--- config.mk ---
export PLATFORM = sky130hd
export DESIGN_NAME = decomp_backend_tx
export DESIGN_NICKNAME = d
export VERILOG_FILES = /design/src/rtl/decomp_backend_tx.sv
export SDC_FILE = /design/constraint.sdc
export NUM_CORES = 1
export LEC_CHECK = 0
export ABC_AREA = 1
export ABC_CLOCK_PERIOD_IN_PS = 20300
export BUFFER_PORTS_ARGS = -buffer_cell sky130_fd_sc_hd__clkbuf_2
export CORE_MARGIN = 10
export CORE_UTILIZATION = 51
export CTS_CLUSTER_DIAMETER = 200
export DETAILED_ROUTE_END_ITERATION = 10
export MAX_ROUTING_LAYER = met4
export PLACE_DENSITY = 0.72
export SYNTH_ARGS = -nofsm -noshare
export SYNTH_HDL_FRONTEND = slang
export SYNTH_SLANG_ARGS = --single-unit
--- constraint.sdc ---
create_clock -name aclk -period 20.3 [get_ports aclk]
set_clock_uncertainty 0.2 [all_clocks]
set_input_delay 4.06 -clock aclk [delete_from_list [all_inputs] [get_ports aclk]]
set_output_delay 4.06 -clock aclk [all_outputs]
set_load 0.05 [all_outputs]
--- src/rtl/decomp_backend_tx.sv ---
// Packet BRAM to AXI-Stream drain stage with a prefetch FIFO and read-latency credit.
// Optional counters enabled by DECOMP_BACKEND_TX_STATS_EN.
module decomp_backend_tx #(
  parameter int DATA_W     = 256,
  parameter int ADDR_W     = 6,
  parameter int RD_LAT     = 1,
  parameter int FIFO_DEPTH = 4
) (
  input  logic                  aclk,
  input  logic                  aresetn,
  input  logic                  start,
  input  logic [15:0]           length_be,
  output logic                  finish,
  output logic [ADDR_W-1:0]     bram_addrb,
  output logic                  bram_enb,
  input  logic [DATA_W-1:0]     bram_doutb,
  output logic [DATA_W-1:0]     m_axis_tdata,
  output logic [DATA_W/8-1:0]   m_axis_tkeep,
  output logic                  m_axis_tvalid,
  output logic                  m_axis_tlast,
  input  logic                  m_axis_tready
`ifdef DECOMP_BACKEND_TX_STATS_EN
  ,
  output logic [31:0]           stat_pkts,
  output logic [31:0]           stat_stall
`endif
);

  localparam int KW  = DATA_W / 8;
  localparam int OW  = $clog2(KW);
  localparam int BW  = ADDR_W + 1;
  localparam int LW  = ADDR_W + OW + 1;
  localparam int PW  = $clog2(FIFO_DEPTH);
  localparam int CW  = PW + 1;
  localparam int CAP = (1 << ADDR_W) * KW;

  typedef enum logic [1:0] {
    IDLE,
    LOAD,
    STREAM,
    DONE
  } state_t;

  state_t state, state_nx;

  logic [LW-1:0]     len_c;
  logic [LW-1:0]     len_sum;
  logic [BW-1:0]     beats_c;
  logic [KW-1:0]     keep_c;
  logic [BW-1:0]     beats_q;
  logic [KW-1:0]     last_keep;
  logic [BW-1:0]     rd_ptr;
  logic [BW-1:0]     wr_cnt;
  logic [RD_LAT-1:0] vld_sr;
  logic [CW-1:0]     cnt;
  logic [CW-1:0]     inflight;
  logic [CW:0]       occ;
  logic [PW-1:0]     wr_p;
  logic [PW-1:0]     rd_p;
  logic [DATA_W-1:0] mem [FIFO_DEPTH];

  logic ret_vld, empty, issue, hs, push, pop, is_last;

  always_comb begin
    if (length_be > 16'(CAP)) len_c = LW'(CAP);
    else len_c = length_be[LW-1:0];
    len_sum = len_c + LW'(KW - 1);
    beats_c = len_sum[LW-1:OW];
    if (len_c[OW-1:0] == '0) keep_c = '1;
    else keep_c = (KW'(1) << len_c[OW-1:0]) - KW'(1);
  end

  always_comb begin
    inflight = '0;
    for (int i = 0; i < RD_LAT; i++)
      inflight = inflight + CW'(vld_sr[i]);
  end

  // Reads are only issued when every outstanding read has a FIFO slot.
  assign occ     = (CW+1)'(cnt) + (CW+1)'(inflight);
  assign ret_vld = vld_sr[RD_LAT-1];
  assign empty   = (cnt == '0);
  assign issue   = (state == STREAM) && (rd_ptr < beats_q)
                && (occ < (CW+1)'(FIFO_DEPTH));
  assign is_last = (wr_cnt == beats_q - BW'(1));

  assign m_axis_tvalid = ret_vld || !empty;
  assign hs            = m_axis_tvalid && m_axis_tready;
  // Returning data bypasses an empty FIFO; it is kept only if not taken now.
  assign push          = ret_vld && !(empty && m_axis_tready);
  assign pop           = hs && !empty;

  always_comb begin
    m_axis_tdata = '0;
    if (!empty) m_axis_tdata = mem[rd_p];
    else if (ret_vld) m_axis_tdata = bram_doutb;
  end

  assign m_axis_tkeep = !m_axis_tvalid ? '0 : (is_last ? last_keep : '1);
  assign m_axis_tlast = m_axis_tvalid && is_last;
  assign bram_enb     = issue;
  assign bram_addrb   = rd_ptr[ADDR_W-1:0];
  assign finish       = (state == DONE);

  // Zero-length packets pass through LOAD so finish lands two cycles after start.
  always_comb begin
    state_nx = state;
    unique case (state)
      IDLE:    if (start) state_nx = (len_c == '0) ? LOAD : STREAM;
      LOAD:    state_nx = DONE;
      STREAM:  if (hs && is_last) state_nx = DONE;
      DONE:    state_nx = IDLE;
      default: state_nx = IDLE;
    endcase
  end

  always_ff @(posedge aclk or negedge aresetn) begin
    if (!aresetn) begin
      state     <= IDLE;
      beats_q   <= '0;
      last_keep <= '0;
      rd_ptr    <= '0;
      wr_cnt    <= '0;
      vld_sr    <= '0;
      cnt       <= '0;
      wr_p      <= '0;
      rd_p      <= '0;
    end else begin
      state <= state_nx;
      if (state == IDLE && start) begin
        beats_q   <= beats_c;
        last_keep <= keep_c;
        rd_ptr    <= '0;
        wr_cnt    <= '0;
      end else begin
        if (issue) rd_ptr <= rd_ptr + BW'(1);
        if (hs) wr_cnt <= wr_cnt + BW'(1);
      end
      vld_sr[0] <= issue;
      for (int i = 1; i < RD_LAT; i++)
        vld_sr[i] <= vld_sr[i-1];
      cnt <= cnt + CW'(push) - CW'(pop);
      if (push) wr_p <= wr_p + PW'(1);
      if (pop) rd_p <= rd_p + PW'(1);
    end
  end

  always_ff @(posedge aclk) begin
    if (push) mem[wr_p] <= bram_doutb;
  end

`ifdef DECOMP_BACKEND_TX_STATS_EN
  always_ff @(posedge aclk or negedge aresetn) begin
    if (!aresetn) begin
      stat_pkts  <= '0;
      stat_stall <= '0;
    end else begin
      if (finish && stat_pkts != '1)
        stat_pkts <= stat_pkts + 32'd1;
      if (m_axis_tvalid && !m_axis_tready && stat_stall != '1)
        stat_stall <= stat_stall + 32'd1;
    end
  end
`endif

endmodule
==> flow_summary.yaml <==
worst_hold_path:
  worstHoldPathCells: 1
  holdCritPathClass: "reg2reg"
  hp-start: "last_keep[0]"
power:
  power.density_nw_per_um2: 172.4
  ir_drop_mv: 0.1524
  total_power_mw: 9.115
  leakagePower_nw: 18.74
route:
  wl_um: 116300
  first_pass_iters: 7
  drtIter0Drc: 2814
  via_per_inst: 5.790
  drtAntennaViolNets: 0
  wl_per_cell_um: 21.28
  num_vias: 31656
  drc: 0
cells_and_area:
  stdcell_count: 5467
  nets: 4483
  final_common_cell: "edfxtp_1"
  stdcell_area_sq_um: 52880
  fin_util_pct: 59.56
  syn_to_final_growth_pct: 15.48
  drive_gt1_share_pct: 18.96
  layout.cells.most_common_list: "1024 x edfxtp_1, 869 x nand2_1, 573 x clkbuf_2, 318 x o21ai_0, 308 x nand3_1"
placement:
  gp_routability_congestion: 0.9274
  post-dp-hpwl_um: 69700
  dp_slack_ps: 11130
  placed_area_sq_um: 49390
  port_buffers: 573
  dp.cells: 5240
critical_path:
  path_depth: 8
  path_common_cell: "buf_4"
  crit_arrival_ps: 5160
  crit_required_ps: 16040
  crit_chain: "inv_8 -> buf_4 -> buf_4 -> buf_4 -> a21oi_1 -> a32o_1 -> o21ai_0 -> clkbuf_2"
  crit_path_start: "rd_p[1]"
  worst-path-buf-inv: 5
  cp-start-kind: "flop"
  cp_slowest_cell: "buf_4"
  slowest_delay_ps: 890
  r2r_cells: 5
  worst-path-max-fanout: 126
  crit_family: "buffers and inverters"
  crit_type: "reg2out"
  timing.rr.start: "ret_vld"
  critPathCaptureType: "output port"
yosys:
  netlist_area_sq_um: 45790
  synth_edf_count: 1024
  netlist_instances: 3748
  synth_top_area_share_pct: 67.15
  synthTopCellsByArea: "edfxtp_1 67%, nand2_1 7.1%, a32o_1 5.6%"
  synth_largest_area_cell: "edfxtp_1"
  synth_async_sr_flop_share_pct: 5.796
  yosys_register_bits: 1087
  synth_nets: 4046
  seq_area_frac_synth_pct: 70.60
  synth.avg_cell_area_sq_um: 12.22
  ys_types: 52
  yosysWarnings: 0
  ys.flop_type: "edfxtp_1"
global_routing:
  grt_use_met3_pct: 5.424
  grt_pass1_vias: 30777
  antenna_found_initial: 26
  grtUsageTotal_pct: 22.60
  grt_pass1_wl_um: 178300
  grt.overflow.total: 0
  grt_max_degree: 253
  gr-usage-met2_pct: 37.22
  use_met1_pct: 27.09
  grt-busiest-layer: "met2"
clock_network:
  clockBufferDepth: 3
  root_buffer: "clkbuf_16"
  cts_made_buffers: 108
  cts_sinks: 1087
  path_clk_slew_ps: 60
  postCtsHoldBufs: 0
  cts_tree: "built"
  cts-resized-gates: 0
  post_cts_buffers: 0
  cts_max_level: 3
  clk_latency_ps: 680
sta:
  post-route-min-period_ps: 9416
  fmax_mhz: 106.2
  maxSlewHeadroom_pct: 15.23
  finalHoldViolCount: 0
  drv_slew: 0
  layout_setup_ws_ps: 10880
  worst_pin_slew_ps: 1271
  layout_worst_path_cycle_share_pct: 46.38
  whs_ps: 270.3
  rsz0062_at_grt: "false"
  setup_viol: 0
  tns_ps: 0
floorplanning:
  die_h_um: 319.6
  start_util_pct: 51.57
  ios: 574
  dieArea_sq_um: 102200
  coreArea_sq_um: 88780
  rows: 109
  die_x_um: 319.6
flow_run:
  maxCapViolCount: 0
run_status:
  status: "completed"
==> routing by layer <==
layer | vias to the layer above | part of all wire [%]
li1 | 14789 | -
met1 | 15513 | 39
met2 | 1166 | 50
met3 | 188 | 8.0
met5 | - | 0
met4 | 0 | 3.0
==> logic make-up after synthesis <==
logic type | share of synthesized area, %
buffers and inverters | 3.418
adders and majority gates | 0.6176
DFF | 70.60
AOI/OAI and AO/OA | 12.58
xor gates and xnor gates | 0.3826
and+or+nand+nor | 12.40
==> flip-flops by register name, indices dropped and copies added, names as in the netlist <==
register   cells
last_keep     32
ret_vld        1
rd_ptr         7
beats_q        7
rd_p           2
mem         1024
state          2
wr_p           2
cnt            3
wr_cnt         7
==> layout make-up <==
type                       instances  area, sq um
fill                            7030        35910
sequential                      1087        32330
multi-input combinational       2265        11930
timing repair buffer             609         3226
clock buffer                     124         2784
tap                             1165         1458
clock inverter                    74        628.1
inverter                         114        442.9
antenna                           29        72.57
==> final timing paths <==
path,end,slack (ps)
setup / recovery,m_axis_tdata[80],10880
hold / removal,last_keep[0],270
setup reg to reg,mem[3][103],15600
hold reg to reg,last_keep[0],270
max in group asynchronous,rd_p[0],15930
min in group asynchronous,beats_q[5],3360
==> where the power goes <==
group | internal [mW] | switching [mW] | total, mW
Clock | 1.09 | 0.824 | 1.92
Sequential | 2.71 | 0.102 | 2.82
Combinational | 0.965 | 3.42 | 4.38
==> synth_stat cells, types with 11 or more instances <==
master and instances:
edfxtp_1 1024, nand2_1 869, o21ai_0 318, nand3_1 308
a21oi_1 283, a32o_1 256, clkbuf_1 228, inv_1 104
nor2_1 96, dfrtp_1 63, buf_1 31, ha_1 21
nand4_1 13, xor2_1 13, buf_2 12, o21ai_1 11
(Power assumes the default switching activity.)
